<file path="config.mk">
export PLATFORM = sky130hd
export DESIGN_NAME = player_motion_ctrl_flat
export DESIGN_NICKNAME = d
export VERILOG_FILES = /design/src/rtl/player_motion_ctrl_pkg.sv /design/src/rtl/player_motion_ctrl_if.sv /design/src/rtl/pmc_axis_step.sv /design/src/rtl/player_motion_ctrl.sv /design/src/flat_wrapper.sv
export SDC_FILE = /design/constraint.sdc
export NUM_CORES = 1
export LEC_CHECK = 0
export CORE_MARGIN = 10
export CORE_UTILIZATION = 52
export DETAILED_ROUTE_END_ITERATION = 12
export PLACE_DENSITY = 0.78
export SYNTH_ARGS = -nofsm -noshare
export SYNTH_HDL_FRONTEND = slang
export SYNTH_SLANG_ARGS = --single-unit
</file>
<file path="constraint.sdc">
create_clock -name clock -period 7.9 [get_ports clock]
set_input_delay 1.185 -clock clock [delete_from_list [all_inputs] [get_ports clock]]
set_output_delay 1.185 -clock clock [all_outputs]
set_load 0.01 [all_outputs]
</file>
<file path="src/rtl/player_motion_ctrl_pkg.sv">
// Shared types and constants for the player motion controller.
package player_motion_ctrl_pkg;

    // Update sequencer states.
    typedef enum logic [3:0] {
        S_IDLE     = 4'd0,
        S_CALC     = 4'd1,
        S_PROBE_XY = 4'd2,
        S_WAIT_XY  = 4'd3,
        S_PROBE_X  = 4'd4,
        S_WAIT_X   = 4'd5,
        S_PROBE_Y  = 4'd6,
        S_WAIT_Y   = 4'd7,
        S_COMMIT   = 4'd8,
        S_DONE     = 4'd9
    } state_e;

    // Resolved move intent after cancelling opposing keys.
    typedef enum logic [1:0] {
        MOVE_NONE = 2'd0,
        MOVE_FWD  = 2'd1,
        MOVE_BWD  = 2'd2
    } move_e;

    // Map cell code for walkable space; every other code is solid.
    localparam logic [2:0] GRID_EMPTY = 3'b000;

    // Bit positions inside the sampled key vector.
    localparam int KEY_RIGHT = 0;
    localparam int KEY_LEFT  = 1;
    localparam int KEY_FWD   = 2;
    localparam int KEY_BWD   = 3;
    localparam int KEY_W     = 4;

    // Forward and backward held together cancel out.
    function automatic move_e resolve_move(input logic [KEY_W-1:0] keys);
        case ({keys[KEY_BWD], keys[KEY_FWD]})
            2'b01:   return MOVE_FWD;
            2'b10:   return MOVE_BWD;
            default: return MOVE_NONE;
        endcase
    endfunction

endpackage

</file>
<file path="src/rtl/player_motion_ctrl_if.sv">
// Map lookup port: the controller issues a cell request, the map RAM answers
// with the cell type a fixed number of cycles later.
interface player_motion_ctrl_if #(
    parameter int GX_W = 6,
    parameter int GY_W = 5
);
    logic            grid_req;
    logic [GX_W-1:0] grid_x;
    logic [GY_W-1:0] grid_y;
    logic [2:0]      grid_out;

    modport master (output grid_req, output grid_x, output grid_y, input grid_out);
    modport slave  (input grid_req, input grid_x, input grid_y, output grid_out);
endinterface

</file>
<file path="src/rtl/pmc_axis_step.sv">
// One axis of the motion step: applies the signed, scaled direction component
// to an unsigned position and flags results that leave the position range.
module pmc_axis_step
    import player_motion_ctrl_pkg::*;
#(
    parameter int POS_W      = 15,
    parameter int DIR_W      = 15,
    parameter int MOVE_SHIFT = 2
) (
    input  logic [POS_W-1:0]        pos,
    input  logic signed [DIR_W-1:0] dir,
    input  move_e                   move,
    output logic [POS_W-1:0]        cand,
    output logic                    ovf,
    output logic                    moving
);
    // Wide enough that neither the position nor the negated displacement can wrap.
    localparam int SUM_W = ((POS_W > DIR_W) ? POS_W : DIR_W) + 2;

    logic signed [DIR_W-1:0] dir_sh;
    logic signed [DIR_W:0]   disp;
    logic signed [SUM_W-1:0] sum;

    // Signed add, then range-check before truncating back to position width.
    always_comb begin
        dir_sh = dir >>> MOVE_SHIFT;
        case (move)
            MOVE_FWD: disp = {dir_sh[DIR_W-1], dir_sh};
            MOVE_BWD: disp = -{dir_sh[DIR_W-1], dir_sh};
            default:  disp = '0;
        endcase
        sum    = SUM_W'(signed'({1'b0, pos})) + SUM_W'(disp);
        cand   = sum[POS_W-1:0];
        ovf    = sum[SUM_W-1] | (|sum[SUM_W-2:POS_W]);
        moving = (disp != '0);
    end

endmodule

</file>
<file path="src/rtl/player_motion_ctrl.sv">
// Per-frame player pose updater: applies turn/move intent on each start pulse
// and commits only motion whose destination cell is empty, sliding along X
// then Y when the diagonal destination is blocked.
module player_motion_ctrl
    import player_motion_ctrl_pkg::*;
#(
    parameter int POS_X_W    = 15,
    parameter int POS_Y_W    = 14,
    parameter int ANGLE_W    = 8,
    parameter int DIR_W      = 15,
    parameter int CELL_SHIFT = 9,
    parameter int TURN_STEP  = 10,
    parameter int MOVE_SHIFT = 2,
    parameter int GRID_LAT   = 1
) (
    input  logic                    clock,
    input  logic                    reset,        // asynchronous, active low
    input  logic                    start,
    output logic                    done,
    output logic                    busy,
    input  logic                    turn_right,
    input  logic                    turn_left,
    input  logic                    move_forward,
    input  logic                    move_backward,
    input  logic [POS_X_W-1:0]      cur_pos_x,
    input  logic [POS_Y_W-1:0]      cur_pos_y,
    input  logic [ANGLE_W-1:0]      cur_angle,
    input  logic signed [DIR_W-1:0] dir_x,
    input  logic signed [DIR_W-1:0] dir_y,
    output logic [POS_X_W-1:0]      next_pos_x,
    output logic [POS_Y_W-1:0]      next_pos_y,
    output logic [ANGLE_W-1:0]      next_angle,
    player_motion_ctrl_if.master    grid
);
    localparam int GX_W  = POS_X_W - CELL_SHIFT;
    localparam int GY_W  = POS_Y_W - CELL_SHIFT;
    localparam int CNT_W = $clog2(GRID_LAT + 1);

    state_e                  state_q, state_d;
    logic                    busy_q, busy_d;
    logic                    done_q, done_d;
    logic                    req_q, req_d;
    logic [GX_W-1:0]         gx_q, gx_d;
    logic [GY_W-1:0]         gy_q, gy_d;
    logic [POS_X_W-1:0]      next_x_q, next_x_d;
    logic [POS_Y_W-1:0]      next_y_q, next_y_d;
    logic [ANGLE_W-1:0]      next_a_q, next_a_d;
    logic [POS_X_W-1:0]      pos_x_q, pos_x_d;
    logic [POS_Y_W-1:0]      pos_y_q, pos_y_d;
    logic [ANGLE_W-1:0]      ang_q, ang_d;
    logic signed [DIR_W-1:0] dir_x_q, dir_x_d;
    logic signed [DIR_W-1:0] dir_y_q, dir_y_d;
    logic [KEY_W-1:0]        keys_q, keys_d;
    logic [CNT_W-1:0]        cnt_q, cnt_d;
    logic                    take_x_q, take_x_d;
    logic                    take_y_q, take_y_d;

    move_e                   move;
    logic [POS_X_W-1:0]      cand_x;
    logic [POS_Y_W-1:0]      cand_y;
    logic                    ovf_x, ovf_y, mov_x, mov_y;
    logic [ANGLE_W-1:0]      ang_turn;
    logic                    wait_done, cell_empty;

    assign move = resolve_move(keys_q);

    pmc_axis_step #(.POS_W(POS_X_W), .DIR_W(DIR_W), .MOVE_SHIFT(MOVE_SHIFT)) u_step_x (
        .pos(pos_x_q), .dir(dir_x_q), .move(move),
        .cand(cand_x), .ovf(ovf_x), .moving(mov_x)
    );

    pmc_axis_step #(.POS_W(POS_Y_W), .DIR_W(DIR_W), .MOVE_SHIFT(MOVE_SHIFT)) u_step_y (
        .pos(pos_y_q), .dir(dir_y_q), .move(move),
        .cand(cand_y), .ovf(ovf_y), .moving(mov_y)
    );

    // Turned angle; opposing turn keys cancel and the sum wraps modulo a full turn.
    always_comb begin
        case ({keys_q[KEY_LEFT], keys_q[KEY_RIGHT]})
            2'b01:   ang_turn = ang_q + ANGLE_W'(TURN_STEP);
            2'b10:   ang_turn = ang_q - ANGLE_W'(TURN_STEP);
            default: ang_turn = ang_q;
        endcase
    end

    assign wait_done  = (cnt_q == '0);
    assign cell_empty = (grid.grid_out == GRID_EMPTY);

    // Next-state and next-output logic for the whole update sequence.
    always_comb begin
        // NOTE: every *_d starts from its held value so no path through the case infers a latch.
        state_d  = state_q;
        done_d   = 1'b0;
        req_d    = 1'b0;
        gx_d     = gx_q;
        gy_d     = gy_q;
        next_x_d = next_x_q;
        next_y_d = next_y_q;
        next_a_d = next_a_q;
        pos_x_d  = pos_x_q;
        pos_y_d  = pos_y_q;
        ang_d    = ang_q;
        dir_x_d  = dir_x_q;
        dir_y_d  = dir_y_q;
        keys_d   = keys_q;
        cnt_d    = cnt_q;
        take_x_d = take_x_q;
        take_y_d = take_y_q;

        case (state_q)
            S_IDLE: begin
                if (start) begin
                    pos_x_d           = cur_pos_x;
                    pos_y_d           = cur_pos_y;
                    ang_d             = cur_angle;
                    dir_x_d           = dir_x;
                    dir_y_d           = dir_y;
                    keys_d[KEY_RIGHT] = turn_right;
                    keys_d[KEY_LEFT]  = turn_left;
                    keys_d[KEY_FWD]   = move_forward;
                    keys_d[KEY_BWD]   = move_backward;
                    state_d           = S_CALC;
                end
            end
            S_CALC: begin
                take_x_d = 1'b0;
                take_y_d = 1'b0;
                state_d  = (mov_x || mov_y) ? S_PROBE_XY : S_COMMIT;
            end
            S_PROBE_XY: begin
                if (ovf_x || ovf_y) begin
                    state_d = S_PROBE_X;
                end else begin
                    req_d   = 1'b1;
                    gx_d    = cand_x[POS_X_W-1:CELL_SHIFT];
                    gy_d    = cand_y[POS_Y_W-1:CELL_SHIFT];
                    cnt_d   = CNT_W'(GRID_LAT);
                    state_d = S_WAIT_XY;
                end
            end
            S_WAIT_XY: begin
                if (!wait_done) begin
                    cnt_d = cnt_q - 1'b1;
                end else if (cell_empty) begin
                    take_x_d = 1'b1;
                    take_y_d = 1'b1;
                    state_d  = S_COMMIT;
                end else begin
                    state_d = S_PROBE_X;
                end
            end
            S_PROBE_X: begin
                if (ovf_x) begin
                    state_d = S_PROBE_Y;
                end else begin
                    req_d   = 1'b1;
                    gx_d    = cand_x[POS_X_W-1:CELL_SHIFT];
                    gy_d    = pos_y_q[POS_Y_W-1:CELL_SHIFT];
                    cnt_d   = CNT_W'(GRID_LAT);
                    state_d = S_WAIT_X;
                end
            end
            S_WAIT_X: begin
                if (!wait_done) begin
                    cnt_d = cnt_q - 1'b1;
                end else if (cell_empty) begin
                    take_x_d = 1'b1;
                    state_d  = S_COMMIT;
                end else begin
                    state_d = S_PROBE_Y;
                end
            end
            S_PROBE_Y: begin
                if (ovf_y) begin
                    state_d = S_COMMIT;
                end else begin
                    req_d   = 1'b1;
                    gx_d    = pos_x_q[POS_X_W-1:CELL_SHIFT];
                    gy_d    = cand_y[POS_Y_W-1:CELL_SHIFT];
                    cnt_d   = CNT_W'(GRID_LAT);
                    state_d = S_WAIT_Y;
                end
            end
            S_WAIT_Y: begin
                if (!wait_done) begin
                    cnt_d = cnt_q - 1'b1;
                end else begin
                    take_y_d = cell_empty;
                    state_d  = S_COMMIT;
                end
            end
            S_COMMIT: begin
                next_x_d = take_x_q ? cand_x : pos_x_q;
                next_y_d = take_y_q ? cand_y : pos_y_q;
                next_a_d = ang_turn;
                done_d   = 1'b1;
                state_d  = S_DONE;
            end
            S_DONE: begin
                state_d = S_IDLE;
            end
            default: begin
                state_d = S_IDLE;
            end
        endcase

        busy_d = (state_d != S_IDLE);
    end

    // State and registered outputs; reset abandons any update in flight.
    always_ff @(posedge clock or negedge reset) begin
        if (!reset) begin
            state_q  <= S_IDLE;
            busy_q   <= 1'b0;
            done_q   <= 1'b0;
            req_q    <= 1'b0;
            gx_q     <= '0;
            gy_q     <= '0;
            next_x_q <= '0;
            next_y_q <= '0;
            next_a_q <= '0;
            pos_x_q  <= '0;
            pos_y_q  <= '0;
            ang_q    <= '0;
            dir_x_q  <= '0;
            dir_y_q  <= '0;
            keys_q   <= '0;
            cnt_q    <= '0;
            take_x_q <= 1'b0;
            take_y_q <= 1'b0;
        end else begin
            // NOTE: non-blocking so every flop sees the pre-edge value of every other flop.
            state_q  <= state_d;
            busy_q   <= busy_d;
            done_q   <= done_d;
            req_q    <= req_d;
            gx_q     <= gx_d;
            gy_q     <= gy_d;
            next_x_q <= next_x_d;
            next_y_q <= next_y_d;
            next_a_q <= next_a_d;
            pos_x_q  <= pos_x_d;
            pos_y_q  <= pos_y_d;
            ang_q    <= ang_d;
            dir_x_q  <= dir_x_d;
            dir_y_q  <= dir_y_d;
            keys_q   <= keys_d;
            cnt_q    <= cnt_d;
            take_x_q <= take_x_d;
            take_y_q <= take_y_d;
        end
    end

    assign done          = done_q;
    assign busy          = busy_q;
    assign next_pos_x    = next_x_q;
    assign next_pos_y    = next_y_q;
    assign next_angle    = next_a_q;
    assign grid.grid_req = req_q;
    assign grid.grid_x   = gx_q;
    assign grid.grid_y   = gy_q;

endmodule

</file>
<file path="src/flat_wrapper.sv">
// flat-port wrapper written by rule: the top's interface ports become plain ports
module player_motion_ctrl_flat import player_motion_ctrl_pkg::*;
#(
    parameter int POS_X_W    = 15,
    parameter int POS_Y_W    = 14,
    parameter int ANGLE_W    = 8,
    parameter int DIR_W      = 15,
    parameter int CELL_SHIFT = 9,
    parameter int TURN_STEP  = 10,
    parameter int MOVE_SHIFT = 2,
    parameter int GRID_LAT   = 1
)
  (clock, reset, start, done, busy, turn_right, turn_left, move_forward, move_backward, cur_pos_x, cur_pos_y, cur_angle, dir_x, dir_y, next_pos_x, next_pos_y, next_angle, grid_grid_req, grid_grid_x, grid_grid_y, grid_grid_out);
  player_motion_ctrl_if #(.GX_W(6), .GY_W(5)) grid_i ();
  input  logic clock;
  input  logic reset;
  input  logic start;
  output logic done;
  output logic busy;
  input  logic turn_right;
  input  logic turn_left;
  input  logic move_forward;
  input  logic move_backward;
  input  logic [POS_X_W-1:0] cur_pos_x;
  input  logic [POS_Y_W-1:0] cur_pos_y;
  input  logic [ANGLE_W-1:0] cur_angle;
  input  logic signed [DIR_W-1:0] dir_x;
  input  logic signed [DIR_W-1:0] dir_y;
  output logic [POS_X_W-1:0] next_pos_x;
  output logic [POS_Y_W-1:0] next_pos_y;
  output logic [ANGLE_W-1:0] next_angle;
  output wire logic [$bits(grid_i.grid_req)-1:0] grid_grid_req;
  output wire logic [$bits(grid_i.grid_x)-1:0] grid_grid_x;
  output wire logic [$bits(grid_i.grid_y)-1:0] grid_grid_y;
  input wire logic [$bits(grid_i.grid_out)-1:0] grid_grid_out;
  assign grid_grid_req = grid_i.grid_req;
  assign grid_grid_x = grid_i.grid_x;
  assign grid_grid_y = grid_i.grid_y;
  assign grid_i.grid_out = grid_grid_out;
  player_motion_ctrl #(.POS_X_W(POS_X_W), .POS_Y_W(POS_Y_W), .ANGLE_W(ANGLE_W), .DIR_W(DIR_W), .CELL_SHIFT(CELL_SHIFT), .TURN_STEP(TURN_STEP), .MOVE_SHIFT(MOVE_SHIFT), .GRID_LAT(GRID_LAT)) u_core (.clock(clock), .reset(reset), .start(start), .done(done), .busy(busy), .turn_right(turn_right), .turn_left(turn_left), .move_forward(move_forward), .move_backward(move_backward), .cur_pos_x(cur_pos_x), .cur_pos_y(cur_pos_y), .cur_angle(cur_angle), .dir_x(dir_x), .dir_y(dir_y), .next_pos_x(next_pos_x), .next_pos_y(next_pos_y), .next_angle(next_angle), .grid(grid_i));
endmodule
</file>
==> summary.md <==
| Metric | Value |
|---|---|
| Status | finished, final reports clean |
| Max-cap violations | 0 |
| Required time of the critical path | slightly above 8000 ps |
| Final Hold Fails | 0 |
| Port bufs | roughly 120 |
| Synth async-reset ratio | 100% |
| Hold buffers post-CTS | 0 |
| Setup repair bufs after CTS | 0 |
| CP Capture Type | flip-flop |
| Worst-path fanout max | 24 |
| Initial antenna violation count | 0 |
| Inserted Diodes | 0 |
| DP HPWL | around 15,000 um |
| RSZ-0062 raised after global routing | no |
| Mapped cell area | approximately 8000 um2 |
| Clock Skew | ~9.4 ps |
| Final WL | ~20,000 um |
| Maximum VDD drop | 330 uV |
| Comb pwr share | 56.9% |
| DP Cell Count | about 1,100 |
| Clock latency on the worst-skew pair | ~430 ps |
| Routed Antenna Nets | 0 |
| Synth cell types | 67 |
| Initial DRC count | roughly 630 |
| Final setup TNS | 0 ps |
| Share of power burned in registers | a little over a quarter |
| Post-synth EDFFs | 0 |
| Post-Place Worst Slack | 1930 ps |
| Hold Slack | roughly 470 ps |
| Row cnt | 44 |
| Tmin final | roughly 6100 ps |
| Largest net degree at the start of global routing | 73 |
| WP buf/inv | 2 |
| Internal power | approximately 2.8 mW |
| Starting Density | 53.3% |
| Worst-path clk slew | approximately 60 ps |
| Worst EP arrival | roughly 6400 ps |
| Die Height | between 100 and 150 um |
| Final period util | 77.3% |
| CP max stage delay | around 730 ps |
| Die area | 20,300 um2 |
| Delay-heaviest family, CP | compound AO/OA/AOI/OAI gates |
| Crit start category | flip-flop |
| Synthesis Warnings | 0 |
| Hold crit path type | reg2reg |
| DRC violations left | 0 |
| Cell area after layout | 9750 um2 |
| Layout cells sized above 1 | 12.1% |
| CTS root buf | clkbuf_16 |
| Wirelength per Cell | between 15 and 20 um |
| Area growth syn-to-layout | 25.4% |
| Actual slew at the worst max-slew pin | a little over 1000 ps |
| Power density over cell area | 504 nW/um2 |
| Drt first pass iters | 8 |
| Relative slew slack | 30.4% |
| Seq/Total Area, Yosys | between 40% and 50% |
| CORE AREA | 14,600 um2 |
| Routed vias | around 6,600 |
| Total GRT Usage | approximately 20% |
| Switch share | 43.2% |
| Clock tree sinks | 125 |
| Leak Pwr | about 4.2 nW |
| R2R Setup Slk | 1800 ps |
| Max clock buf depth | 2 |
| CP cell instances | inv_1 > ha_1 > nand2b_1 > a21oi_1 > ha_1 > fa_1 > a211oi_1 > o21ai_0 > o311ai_0 > a32oi_1 > a21oi_1 > o221ai_1 > nand3_1 > inv_1 > a221o_1 > or4_1 |
| Post-cts resize count | 0 |
| Clock share of power | approximately 17% |
| H-tree lvl count | 4 |
| Post-Syn Area per Cell | about 9.6 um2 |
| TritonCTS clock tree | built |
| Total CTS buffers | 17 |
| First-pass GRT wire length | about 33,000 um |
| Number of global-route vias before repair | between 6,000 and 7,000 |
| Post-DP Area | 9130 um2 |
| GP Congestion | around 0.9 |
| Mapped Nets | approximately 930 |
| Nets | between 1,000 and 1,500 |
| DR vias/cell | 5.94 |
| Crit path kind | reg2reg |
| Synth Instances | a little over 800 |
| Finished Layout Cells | 1,119 |
| FF+latch count, synth | around 130 |
| Achievable frequency | roughly 0.16 GHz |
| Top Ports | ~130 |
| Synth Flop Type | dfrtp_1 |
| Sw Pwr | 2.12 mW |
| Slew Limit Fails | 0 |
| Worst path slowest cell | nand2b_1 |
| Grt ovf | 0 |
| Chip width | 142 um |
| Final setup fails | 0 |
| Final Worst Setup Slack | ~1800 ps |
## Yosys cell counts (all sizes together), types with 6 or more instances
cell type	number	area share, %
dfrtp	125	40
o21ai	81	5.3
nand2	80	3.9
mux2	67	9.7
a21oi	49	3.2
nor2	47	2.3
ha	39	6.3
inv	37	1.8
mux2i	32	4.1
clkbuf	28	1.4
xnor2	22	2.5
nor3	18	1.2
nand2b	13	1.0
or3	13	1.0
a21o	11	1.1
a31oi	11	0.88
or4	10	1.0
nand3	9	0.58
buf	8	0.51
o211ai	8	0.77
nor2b	7	0.56
a211oi	6	0.58
o31ai	6	0.58
xor2	6	0.68
## worst paths after layout
| check | startpoint | depth (start not counted) | end |
|---|---|---|---|
| min in group asynchronous | reset | 1 | u_core.ang_q[3] |
| max in group asynchronous | reset | 2 | u_core.dir_x_q[8] |
| min | u_core.ang_q[0] | 2 | u_core.next_angle[0] |
| min reg2reg | u_core.ang_q[0] | 2 | u_core.next_angle[0] |
| max reg2reg | u_core.keys_q[2] | 16 | u_core.busy |
| max | u_core.keys_q[2] | 16 | u_core.busy |
## cell usage in the layout (no fill, tap or decap), drive strengths merged, types with 7 or more instances in the layout
master	count
dfrtp	125
clkdlybuf4s50	122
o21ai	81
nand2	80
mux2	67
a21oi	49
nor2	47
ha	39
inv	38
mux2i	32
xnor2	22
nor3	18
clkbuf	18
or3	13
nand2b	13
a31oi	11
a21o	11
or4	10
nand3	9
o211ai	8
nor2b	7
## logic make-up (layout without fill, tap and decap cells)
| group | Yosys count | in the layout | share of synthesized area [%] |
|---|---|---|---|
| xor gates and xnor gates | 28 | 28 | 3.15 |
| DFF | 125 | 125 | 40.2 |
| muxes | 99 | 99 | 13.8 |
| buffers and inverters | 74 | 196 | 3.70 |
| and+or+nand+nor | 224 | 224 | 14.2 |
| AOI/OAI and AO/OA | 220 | 220 | 17.8 |
| adders and majority gates | 43 | 43 | 7.17 |
## tightest hold or removal path, stage by stage (launching register included)
cell,delay [ps]
dfrtp_1,340
nand2_1,50
nand2_1,50
## registers in the layout, indices dropped and copies added, names as in the netlist
| register | count |
|---|---|
| u_core.ang_q | 8 |
| u_core.busy | 1 |
| u_core.cnt_q | 1 |
| u_core.dir_x_q | 13 |
| u_core.dir_y_q | 13 |
| u_core.done | 1 |
| u_core.grid.grid_req | 1 |
| u_core.grid.grid_x | 6 |
| u_core.grid.grid_y | 5 |
| u_core.keys_q | 4 |
| u_core.next_angle | 8 |
| u_core.next_pos_x | 15 |
| u_core.next_pos_y | 14 |
| u_core.pos_x_q | 15 |
| u_core.pos_y_q | 14 |
| u_core.state_q | 4 |
| u_core.take_x_q | 1 |
| u_core.take_y_q | 1 |
## layout make-up
class / count / area [um2]
tap: 184 / 230
sequential: 125 / 3130
multi-input combinational: 614 / 4380
fill: 1180 / 4830
clock inverter: 14 / 194
inverter: 38 / 143
clock buffer: 18 / 429
timing repair buffer: 126 / 1250
## stage by stage
step | utilization, % | total power [mW]
after floorplan | - | 3.25
after global placement | 62.6 | 3.98
after detailed placement | 62.6 | 4.06
after CTS | 66.9 | 4.92
after global routing | 66.9 | 5.33
final | 66.9 | 4.92
## metal layers
metal / vias to the layer above / wire [um] / global-route usage, %
met2: 221 / 9190 / 31.1
met5: - / 0 / 0
met1: 3200 / 9210 / 26.4
met4: 0 / 263 / 5.01
li1: 3195 / - / -
met3: 31 / 1320 / 5.61
## power by group through the flow
stage	clock, mW	sequential [mW]	combinational (mW)
6_report	0.828	1.29	2.80
5_1_grt	0.865	1.34	3.13
4_1_cts	0.836	1.29	2.80
3_5_place_dp	0	1.30	2.76
3_3_place_gp	0	1.28	2.70
2_1_floorplan	0	1.21	2.04
Note: power is estimated with default switching activity, not from simulation.
